## src/rtl/flip_inject_ctrl.sv

```systemverilog
`default_nettype none
// ============================================================================
// Module   : flip_inject_ctrl
// Brief    : Frame-level scheduler for the bit-flip error injector. Applies a
//            budget-limited random flip mask to a valid/ready word stream and
//            delivers it through a 1-deep registered output stage, while
//            keeping per-frame and lifetime injected-flip counts.
// Revision : 1.0 - initial release
// ============================================================================
module flip_inject_ctrl #(
    parameter int N         = 3,
    parameter int FRAME_LEN = 8,
    parameter int MAX_FLIPS = 2,
    parameter int CW        = 8
) (
    input  logic          clk,
    input  logic          reset,
    input  logic          start,
    input  logic          enable,
    input  logic [N-1:0]  rand_mask,
    input  logic          in_valid,
    input  logic [N-1:0]  in_data,
    output logic          in_ready,
    output logic          out_valid,
    output logic [N-1:0]  out_data,
    input  logic          out_ready,
    output logic [CW-1:0] word_cnt,
    output logic [CW-1:0] frame_flips,
    output logic [CW-1:0] flips_total,
    output logic          frame_done,
    output logic          busy
);

    localparam logic [CW-1:0] c_last_word = CW'(FRAME_LEN - 1);
    localparam logic [CW-1:0] c_max_flips = CW'(MAX_FLIPS);

    typedef enum logic [1:0] {
        ST_IDLE  = 2'd0,
        ST_RUN   = 2'd1,
        ST_FLUSH = 2'd2
    } state_t;

    state_t        r_state;
    state_t        w_state_nxt;

    logic          r_out_valid;
    logic [N-1:0]  r_out_data;
    logic [CW-1:0] r_word_cnt;
    logic [CW-1:0] r_frame_flips;
    logic [CW-1:0] r_flips_total;
    logic          r_frame_done;

    logic          w_in_ready;
    logic          w_accept;
    logic          w_last_word;
    logic          w_flush_done;
    logic          w_frame_start;
    logic [CW-1:0] w_remaining;
    logic [N-1:0]  w_applied;
    logic [CW-1:0] w_popcnt;
    logic [CW:0]   w_total_sum;
    logic [CW-1:0] w_total_nxt;

    // A word moves in only while running and the output slot is free or draining.
    assign w_in_ready    = (r_state == ST_RUN) && (!r_out_valid || out_ready);
    assign w_accept      = in_valid && w_in_ready;
    assign w_last_word   = w_accept && (r_word_cnt == c_last_word);
    // Flush completes on the edge where the output slot becomes empty.
    assign w_flush_done  = (r_state == ST_FLUSH) && (!r_out_valid || out_ready);
    assign w_frame_start = (r_state == ST_IDLE) && start;

    // Frame flip budget still available; frame_flips never exceeds MAX_FLIPS.
    assign w_remaining = c_max_flips - r_frame_flips;

    // Keep the lowest set bits of rand_mask until the remaining budget is used.
    always_comb begin
        w_applied = '0;
        w_popcnt  = '0;
        if (enable) begin
            for (int i = 0; i < N; i++) begin
                if (rand_mask[i] && (w_popcnt < w_remaining)) begin
                    w_applied[i] = 1'b1;
                    w_popcnt     = w_popcnt + CW'(1);
                end
            end
        end
    end

    // Lifetime flip count saturates at all-ones instead of wrapping.
    assign w_total_sum = {1'b0, r_flips_total} + {1'b0, w_popcnt};
    assign w_total_nxt = w_total_sum[CW] ? {CW{1'b1}} : w_total_sum[CW-1:0];

    // FSM state register.
    always_ff @(posedge clk) begin
        if (reset) begin
            r_state <= ST_IDLE;
        end else begin
            r_state <= w_state_nxt;
        end
    end

    // FSM next-state: IDLE -> RUN on start, RUN -> FLUSH on last word, FLUSH -> IDLE when drained.
    always_comb begin
        w_state_nxt = r_state;
        case (r_state)
            ST_IDLE:  if (start)        w_state_nxt = ST_RUN;
            ST_RUN:   if (w_last_word)  w_state_nxt = ST_FLUSH;
            ST_FLUSH: if (w_flush_done) w_state_nxt = ST_IDLE;
            default:                    w_state_nxt = ST_IDLE;
        endcase
    end

    // Output stage, frame counters and lifetime counter.
    always_ff @(posedge clk) begin
        if (reset) begin
            r_out_valid   <= 1'b0;
            r_out_data    <= '0;
            r_word_cnt    <= '0;
            r_frame_flips <= '0;
            r_flips_total <= '0;
            r_frame_done  <= 1'b0;
        end else begin
            r_frame_done <= w_flush_done;

            if (w_frame_start) begin
                r_word_cnt    <= '0;
                r_frame_flips <= '0;
            end else if (w_accept) begin
                r_word_cnt    <= r_word_cnt + CW'(1);
                r_frame_flips <= r_frame_flips + w_popcnt;
            end

            if (w_accept) begin
                r_flips_total <= w_total_nxt;
                r_out_valid   <= 1'b1;
                r_out_data    <= in_data ^ w_applied;
            end else if (out_ready) begin
                r_out_valid   <= 1'b0;
            end
        end
    end

    assign in_ready    = w_in_ready;
    assign out_valid   = r_out_valid;
    assign out_data    = r_out_data;
    assign word_cnt    = r_word_cnt;
    assign frame_flips = r_frame_flips;
    assign flips_total = r_flips_total;
    assign frame_done  = r_frame_done;
    assign busy        = (r_state != ST_IDLE);

endmodule
`default_nettype wire

```

## config.mk

```make
export PLATFORM = sky130hd
export DESIGN_NAME = flip_inject_ctrl
export DESIGN_NICKNAME = d
export VERILOG_FILES = /design/src/rtl/flip_inject_ctrl.sv
export SDC_FILE = /design/constraint.sdc
export NUM_CORES = 1
export LEC_CHECK = 0
export CORE_MARGIN = 2
export CORE_UTILIZATION = 35
export CTS_BUF_LIST = sky130_fd_sc_hd__clkbuf_16
export CTS_CLUSTER_SIZE = 30
export DETAILED_ROUTE_END_ITERATION = 12
export PLACE_DENSITY = 0.64
export REMOVE_ABC_BUFFERS = 1
export SYNTH_ARGS = -nofsm -noshare
export SYNTH_HDL_FRONTEND = slang
export SYNTH_SLANG_ARGS = --single-unit
```

## constraint.sdc

```tcl
create_clock -name clk -period 4.9 [get_ports clk]
set_input_delay 0.98 -clock clk [delete_from_list [all_inputs] [get_ports clk]]
set_output_delay 0.98 -clock clk [all_outputs]
set_load 0.05 [all_outputs]
```

### Word level (Yosys, flattened, before mapping)

Cells that the tools add are included.

| storage, ports and cells | value |
|---|---|
| input port bits | 12 |
| register bits after elaboration | 31 |
| output and inout bits | 31 |

| cells by class | value |
|---|---|
| reductions and logical operators | 15 |
| add/sub/neg operators | 6 |
| equal/unequal tests | 6 |
| magnitude comparators | 3 |
| bitwise operators | 1 |
| mux-type cells | 17 |

Operators with widths:

| cell | number |
|---|---|
| 2-to-1 mux 8 bit | 6 |
| adder 8 x 1 -> 8 bit (second input constant) | 3 |
| less-than comparator 8 bit | 2 |
| adder 8 x 8 -> 9 bit | 1 |
| adder 8 bit | 1 |
| == test 8 x 3 -> 1 bit (second input constant) | 1 |
| logical AND 1 bit | 8 |
| less-than comparator 1 x 8 -> 1 bit (first input constant) | 1 |
| subtractor 2 x 8 -> 8 bit (first input constant) | 1 |
| 2-to-1 mux 1 bit | 6 |
| 2-to-1 mux 2 bit | 3 |
| != test 2 bit (second input constant) | 3 |
| one-hot mux 2 bit (3 select lines) | 1 |
| nonzero test 2 bit | 2 |
| 2-to-1 mux 3 bit | 1 |
| AND reduction 3 bit | 1 |
| XOR 3 bit | 1 |
| == test 2 x 1 -> 1 bit (second input constant) | 1 |
| == test 2 bit (second input constant) | 1 |
| logical NOT 2 bit | 1 |
| OR reduction 2 bit | 1 |
| logical NOT 1 bit | 1 |
| logical OR 1 bit | 1 |

### Longest topological paths before layout

| logic depth | value |
|---|---|
| depth after elaboration | 15 |
| gate-level depth with buffers | 19 |

### Least setup slack after synthesis

OpenSTA, ideal clock, no wires.

| timing | value |
|---|---|
| kind | register to register |
| from | register r_frame_flips[1], in the netlist frame_flips[1] |
| to | register r_flips_total[5], in the netlist flips_total[5] |
| buffers on the path | 0 |
| data required time | 4.840 ns |
| stages on the path, launching flop included | 20 |
| path slack | 0.546 ns |
| arrival time | 4.294 ns |
| path through | dfxtp_1 ha_1 or3_4 nand3_1 o31a_4 o21a_1 ha_1 inv_1 a32oi_1 o22a_1 nand3_1 a21oi_1 ha_1 inv_1 fa_1 nor2b_1 o21ai_0 or3_1 nand4_1 and3_1 |

| between the ends | value |
|---|---|
| longest elaborated chain between the ends | 15 |

RTL lines:

| what | RTL line | source |
|---|---|---|
| start: declaration | 49 | `logic [CW-1:0] r_frame_flips;` |
| start signal: assignment | 130 | `r_frame_flips <= r_frame_flips + w_popcnt;` |
| subtractor 2 x 8 -> 8 bit (*) | 73 | `assign w_remaining = c_max_flips - r_frame_flips;` |
| less-than comparator 1 x 8 -> 1 bit | 81 | `if (rand_mask[i] && (w_popcnt < w_remaining)) begin` |
| logical AND 1 bit | 81 |  |
| 2-to-1 mux 1 bit | 81 |  |
| 2-to-1 mux 8 bit | 79 | `if (enable) begin` |
| less-than comparator 8 bit | 81 |  |
| logical AND 1 bit | 81 |  |
| 2-to-1 mux 8 bit | 81 |  |
| 2-to-1 mux 8 bit | 79 |  |
| less-than comparator 8 bit | 81 |  |
| logical AND 1 bit | 81 |  |
| 2-to-1 mux 8 bit (*) | 81 |  |
| 2-to-1 mux 8 bit (*) | 79 |  |
| adder 8 x 8 -> 9 bit (*) | 90 | `assign w_total_sum = {1'b0, r_flips_total} + {1'b0, w_popcnt};` |
| 2-to-1 mux 8 bit (*) | 91 | `assign w_total_nxt = w_total_sum[CW] ? {CW{1'b1}} : w_total_sum[CW-1:0];` |
| end signal: assignment | 134 | `r_flips_total <= w_total_nxt;` |
| end: declaration | 50 | `logic [CW-1:0] r_flips_total;` |

Mark *: on every way between the ends. The rest lies on a longest branch, timed or not. The select of a mux whose other input is x is not followed.
A chain may end at the register's enable or synchronous reset.

### Worst setup path in the final report

| timing | value |
|---|---|
| from | input port rand_mask[0] |
| to | register r_flips_total[5], in the netlist flips_total[5] |

| between the ends | value |
|---|---|
| longest elaborated chain between the ends | 13 |

RTL lines:

| what | RTL line | source |
|---|---|---|
| start: declaration | 20 | `input logic [N-1:0] rand_mask,` |
| logical AND 1 bit (*) | 81 |  |
| 2-to-1 mux 1 bit (*) | 81 |  |
| 2-to-1 mux 8 bit (*) | 79 |  |
| less-than comparator 8 bit | 81 |  |
| logical AND 1 bit | 81 |  |
| 2-to-1 mux 8 bit (*) | 81 |  |
| 2-to-1 mux 8 bit (*) | 79 |  |
| less-than comparator 8 bit | 81 |  |
| logical AND 1 bit | 81 |  |
| 2-to-1 mux 8 bit (*) | 81 |  |
| 2-to-1 mux 8 bit (*) | 79 |  |
| adder 8 x 8 -> 9 bit (*) | 90 |  |
| 2-to-1 mux 8 bit (*) | 91 |  |

Marks and branches as above.

==> results.txt <==
Run status - complete, no violations
Hold_buf cts - 0
Number of cells produced by synthesis - 231
Pleak - 0.953 nW
CTS-repair resized insts - 0
TritonCTS buffer count - 5
Mean routed wirelength per cell - 13.7 µm
Leading area contributor after synthesis - sky130_fd_sc_hd__dfxtp_1
Cell area after placement - 2380 µm²
Power density over the cells - 259 nW/µm²
Post-synthesis sequential area ratio - 0.328
Number of enable-type register cells in the synthesized netlist - 0
Die boundary height - 77.5 µm
Initial Util - 0.365
Hold Slack - 503 ps
Detailed Place HPWL - 3.34 mm
Setup Total Neg Slack - 0 ps
Number of levels in the clock H-tree - 2
Clock power frac - 0.437
Proportion of layout cells with a drive suffix above 1 - 0.0618
Insertion delay to the later sink of the worst-skew pair - 270 ps
Via count - 1834
Timing endpoint of the critical path - flips_total[5]$_SDFFE_PP0P_
GRT Overall Usage - 0.159
Number of antenna violations at the first check in global routing - 0
Slew at the pin closest to its max-slew limit - 791 ps
Worst ir drop on vdd - 0.000177 V
Die extent in x - 77.5 µm
Remaining Overflow, GRT - 0
Maximum operating frequency - 0.218 GHz
Worst-path fanout max - 5
Total count of hold-check failures in the final report - 0
Buffer levels on the longest clock path - 2
Async S/R FF share, synth - 0
Initial DRC Count - 85
Number of I/O pins - 43
Final nets - 299
Final routed wirelength across all metal layers - 4.72 mm
Switching part of the total power - 0.269
Clock-pin transition on the worst setup and hold timing paths - 50 ps
Detailed-router iteration count before antenna repair - 4
Power dissipated by switching net loads - 0.176 mW
Vias in the first global route - 1746
Series of cell instances along the critical path - clkdlybuf4s50_1 -> inv_1 -> a21o_1 -> a2bb2oi_2 -> nand2_1 -> ha_1 -> inv_1 -> a32oi_1 -> o22a_1 -> nand3_1 -> a21oi_2 -> ha_1 -> inv_1 -> fa_1 -> nor2b_1 -> o21ai_0 -> or3_4 -> nand4_1 -> and3_1
Clock tree from TritonCTS - built
Final core utilization - 0.488
Final instance area - 2530 µm²
Wire length of the first global-routing pass - 7.85 mm
Number of core rows - 26
Worst max-slew margin expressed relative to the limit - 0.471
Maximum Capacitance Violations - 0
Data arrival at the endpoint of the critical path - 4800 ps
Antenna viol nets, final - 0
Launch point of the worst path - rand_mask[0]
R2r endpoint - flips_total[5]$_SDFFE_PP0P_
Internal power component - 0.479 mW
Fraction of synthesized cell area taken by the top area cell type - 0.328
Placeable Area - 5170 µm²
Crit-path slowest cell - sky130_fd_sc_hd__clkdlybuf4s50_1
Final antenna diode count - 0
Layout overhead on the synthesized area - 33.7%
R2R depth - 18
Unrepaired setup endpoints after global routing - no
Die outline area - 6000 µm²
Buffers inserted during post-CTS setup optimization - 0
Port-buffer cells - 42
Most numerous cell on the critical path - sky130_fd_sc_hd__inv_1
Library cell used as clock root buffer - sky130_fd_sc_hd__clkbuf_16
Seq pwr share - 0.402
Path category of the worst min-delay check - reg -> reg
Most used DFF post-synth - sky130_fd_sc_hd__dfxtp_1
Global placement routability congestion - 0.833
Mean cell area of the mapped netlist - 8.18 µm²
Worst setup slack for register-to-register paths - 470 ps
Required arrival time at the worst endpoint - 5110 ps
Final-report setup violation count - 0
Ranking of synthesized cells by area - sky130_fd_sc_hd__dfxtp_1, sky130_fd_sc_hd__ha_1, sky130_fd_sc_hd__nand2_1
Critical setup path kind - in -> reg
Setup skew after layout - 4.26 ps
Combinational Power Share - 0.161
Cell area after technology mapping - 1890 µm²
Vias/cell - 5.32
Library cells used by synthesis - 52
Remaining routing DRC violations - 0
Fin crit period - 4580 ps
Post-synthesis register bit count - 31
Slowest stage delay, CP - 500 ps
Final clock period utilization by the worst path - 0.936
Max-slew violation total from the final report - 0
Setup crit start kind - input port
Kind of capture point of the worst setup path - flop
Pin count of the biggest net entering global routing - 22
Count of clock tree sinks - 31
Synth warnings - 0
Launch instance of the worst register-to-register path - frame_flips[1]$_SDFFE_PP0P_
## cell type report
type                       count  area [µm²]
multi-input combinational    179        1200
sequential                    31         621
clock buffer                   5         125
tap                           70        87.6
clock inverter                 2        8.76
fill                         493        2650
timing repair buffer          44         435
inverter                      14        52.6
## sequential cells by signal (all words and copies together), names as in the netlist
name and count:
word_cnt 8, frame_flips 8, frame_done 1, out_valid 1, flips_total 8, r_state 2, out_data 3
## worst min-delay path by stage
stage | slack (ps) | startpoint | endpoint | depth (start not counted)
floorplan | 580 | r_state[0]$_SDFFE_PP0P_ | frame_done$_SDFF_PP0_ | 2
global placement | 490 | out_data[2]$_SDFFE_PP0P_ | out_data[2]$_SDFFE_PP0P_ | 2
detailed placement | 490 | out_data[2]$_SDFFE_PP0P_ | out_data[2]$_SDFFE_PP0P_ | 2
CTS | 500 | word_cnt[1]$_SDFFE_PP0P_ | word_cnt[1]$_SDFFE_PP0P_ | 2
global route | 520 | out_data[1]$_SDFFE_PP0P_ | out_data[1]$_SDFFE_PP0P_ | 2
finish | 500 | out_data[2]$_SDFFE_PP0P_ | out_data[2]$_SDFFE_PP0P_ | 2
## metrics by stage
| stage | worst slack (ps) | std cells | total power, mW |
|---|---|---|---|
| finish | 316 | 345 | 0.655 |
| global route | 3.38 | 345 | 0.683 |
| CTS | 293 | 345 | 0.660 |
| detailed placement | 44.8 | 338 | 0.372 |
| global placement | 162 | 338 | 0.372 |
| floorplan | 546 | 224 | 0.334 |
## cells in the final DEF, fill, tap and decap left out, drive strengths merged, types with 2 or more instances in the layout
cell type | netlist | routed
a211oi | 2 | 2
o21ai | 8 | 8
clkbuf | 4 | 5
xnor2 | 8 | 8
nor3 | 10 | 10
or3 | 4 | 4
dfxtp | 31 | 31
nand4 | 6 | 6
a21oi | 15 | 15
and3 | 8 | 8
inv | 14 | 14
buf | 3 | 2
clkdlybuf4s50 | 0 | 42
a31oi | 5 | 5
nand3b | 2 | 2
nand2b | 2 | 2
nand2 | 22 | 22
fa | 2 | 2
o211ai | 2 | 2
o311ai | 3 | 3
o31a | 2 | 2
a21o | 4 | 4
mux2i | 2 | 2
and4 | 2 | 2
clkinv | 0 | 2
xor2 | 3 | 3
nor2 | 22 | 22
nor4b | 2 | 2
nor4 | 4 | 4
nor2b | 5 | 5
ha | 10 | 10
nand3 | 9 | 9
## cell families after synthesis
| kind of cell | after synthesis | synth area share |
|---|---|---|
| flops | 31 | 0.328 |
| compound gates | 51 | 0.195 |
| mux | 2 | 0.0106 |
| fa+ha+maj | 12 | 0.0874 |
| simple gates | 103 | 0.284 |
| xor+xnor | 11 | 0.0510 |
| buf+inv | 21 | 0.0430 |
## layer usage
metal	up-vias	share of wire	track usage
li1	926	-	-
met1	857	0.49	0.205
met2	45	0.45	0.256
met3	6	0.050	0.0430
met4	0	0.012	0.0571
met5	-	0	0
## worst max-delay path, delay by kind of cell
family                     cells  cell delay [ps]
AOI/OAI and AO/OA              6             1150
adders and majority gates      3              900
and+or+nand+nor                6             1080
buffers and inverters          4              690
## power groups by stage
stage	sequential (mW)	combinational, mW	clock, mW
after global placement	0.269	0.103	0
final	0.264	0.105	0.286
after global routing	0.264	0.115	0.304
after CTS	0.263	0.104	0.292
after floorplan	0.283	0.0510	0
after detailed placement	0.269	0.103	0
## cells in the mapped netlist (3+ instances only)
cell type,n
sky130_fd_sc_hd__a21oi_1,14
sky130_fd_sc_hd__nor3_1,10
sky130_fd_sc_hd__nand2_1,22
sky130_fd_sc_hd__a31oi_1,5
sky130_fd_sc_hd__nor2b_1,5
sky130_fd_sc_hd__nor2_1,22
sky130_fd_sc_hd__or3_1,3
sky130_fd_sc_hd__dfxtp_1,31
sky130_fd_sc_hd__clkbuf_1,4
sky130_fd_sc_hd__inv_1,14
sky130_fd_sc_hd__nor4_1,4
sky130_fd_sc_hd__nand3_1,9
sky130_fd_sc_hd__nand4_1,6
sky130_fd_sc_hd__ha_1,10
sky130_fd_sc_hd__a21o_1,4
sky130_fd_sc_hd__o21ai_0,7
sky130_fd_sc_hd__and3_1,8
sky130_fd_sc_hd__xnor2_1,8
sky130_fd_sc_hd__xor2_1,3
Power figures use the tool's default switching activity.
==> edit, RTL diff (same flow settings) <==
Encoding of `state_t`: now one-hot (3 bits for 3 states).
--- a/src/rtl/flip_inject_ctrl.sv
+++ b/src/rtl/flip_inject_ctrl.sv
@@ -34,10 +34,10 @@
     localparam logic [CW-1:0] c_last_word = CW'(FRAME_LEN - 1);
     localparam logic [CW-1:0] c_max_flips = CW'(MAX_FLIPS);
 
-    typedef enum logic [1:0] {
-        ST_IDLE  = 2'd0,
-        ST_RUN   = 2'd1,
-        ST_FLUSH = 2'd2
+    typedef enum logic [2:0] {
+        ST_IDLE  = 3'b001,
+        ST_RUN   = 3'b010,
+        ST_FLUSH = 3'b100
     } state_t;
 
     state_t        r_state;
Behaviour: same outputs for any inputs over 10 cycles, from zero or initial values and one cycle with reset high; not proved beyond that.
==> edit against the original RTL <==
Synthesized cell count rose by 12%. Worst hold slack got worse by 8.1 ps. Critical endpoint is now frame_flips[6]. Sequential cell count rose by 1. Combinational power fell by 41%. Final area rose by 9.6%. Worst setup slack got worse by 0.91 ps. Clock power rose by 22%. Sequential share of layout area fell by 1.4 points. Largest power group unchanged. Cell count rose by 9.6%. Total power rose by 3.4%. Wire length rose by 9.9%. Area after synthesis rose by 11%. Register-to-register slack got worse by 160 ps.
==> edit: results (changes against the original RTL) <==
metric	value	unit	change
status	complete, no violations		
crit_path_max_fanout	10		+5
critPathCapture	frame_flips[6]		
worst_hold_slack	495	ps	-8.07 ps
grt_pass1_wl	8970	um	+14%
drive_above_1_share	7.92	%	+1.7 points
grt_max_degree	24		+9.1%
drt-initial-drc-count	165		+94%
place_inst	370		+9.5%
final.setup_skew	7.53	ps	+3.27 ps
p_int	0.527	mW	+10%
routedWlPerCell	13.7	um	+0.28%
use_met2	27.7	%	+2.1 points
startpoint	frame_flips[0]		
nets	324		+8.4%
cp_slowest_cell	a2111oi_0		
place_hpwl	3830	um	+15%
routabilityCongestion	0.835		+0.17%
placed_cell_area	2590	um^2	+8.9%
syn2layout_area_growth	32.4	%	
fillers	577		+17%
synth.distinct_cells	57		+9.6%
worst_ir_drop_vdd	197	uV	+11%
cp.arrival	4770	ps	-30 ps
reg2reg_slack	310	ps	-160 ps
synth_top_cells_by_area	dfxtp_1 31%, ha_1 4.8%, nand2_1 4.5%		
==> edit: worst reg2reg max path: stages (launching register included) <==
cell and delay, ps:
dfxtp_1 390, ha_1 260, or4_4 560, a221o_1 360
o31a_1 290, ha_1 320, nand2b_1 170, a21oi_2 160
o21ai_2 80, xnor2_1 120, and2_1 180, ha_1 180
inv_1 60, fa_1 440, a2111oi_0 640, o211ai_1 180
o31ai_1 100
==> edit: power groups by stage <==
stage	clock (mW)	sequential [mW]	combinational, mW
2_1_floorplan	0	0.274	0.0325
3_3_place_gp	0	0.271	0.0614
3_5_place_dp	0	0.271	0.0620
4_1_cts	0.358	0.265	0.0622
5_1_grt	0.368	0.266	0.0691
6_report	0.350	0.266	0.0617
==> edit: cell families (layout without fill, tap and decap cells) <==
group | after synthesis | in the layout | synth area share [%]
flip-flops | 32 | 32 | 30.6
multiplexers | 4 | 4 | 2.03
adder cells (fa/ha/maj) | 10 | 10 | 6.70
AO/OA/AOI/OAI | 70 | 70 | 25.0
AND/OR/NAND/NOR | 108 | 108 | 26.6
XOR/XNOR | 11 | 11 | 4.61
buffers and inverters | 24 | 68 | 4.43
==> edit: layout make-up <==
cell class                 count  share of cell area [%]
clock buffer                   5                    4.52
clock inverter                 3                    1.54
timing repair buffer          46                    16.3
inverter                      14                    1.90
tap                           75                    3.39
multi-input combinational    203                    49.2
sequential                    32                    23.1
==> edit: routing by layer <==
| layer | part of all wire [%] | vias to the layer above |
|---|---|---|
| met5 | 0 | - |
| met4 | 0.89 | 0 |
| met3 | 2.9 | 7 |
| met2 | 46 | 36 |
| met1 | 50 | 948 |
| li1 | - | 1036 |
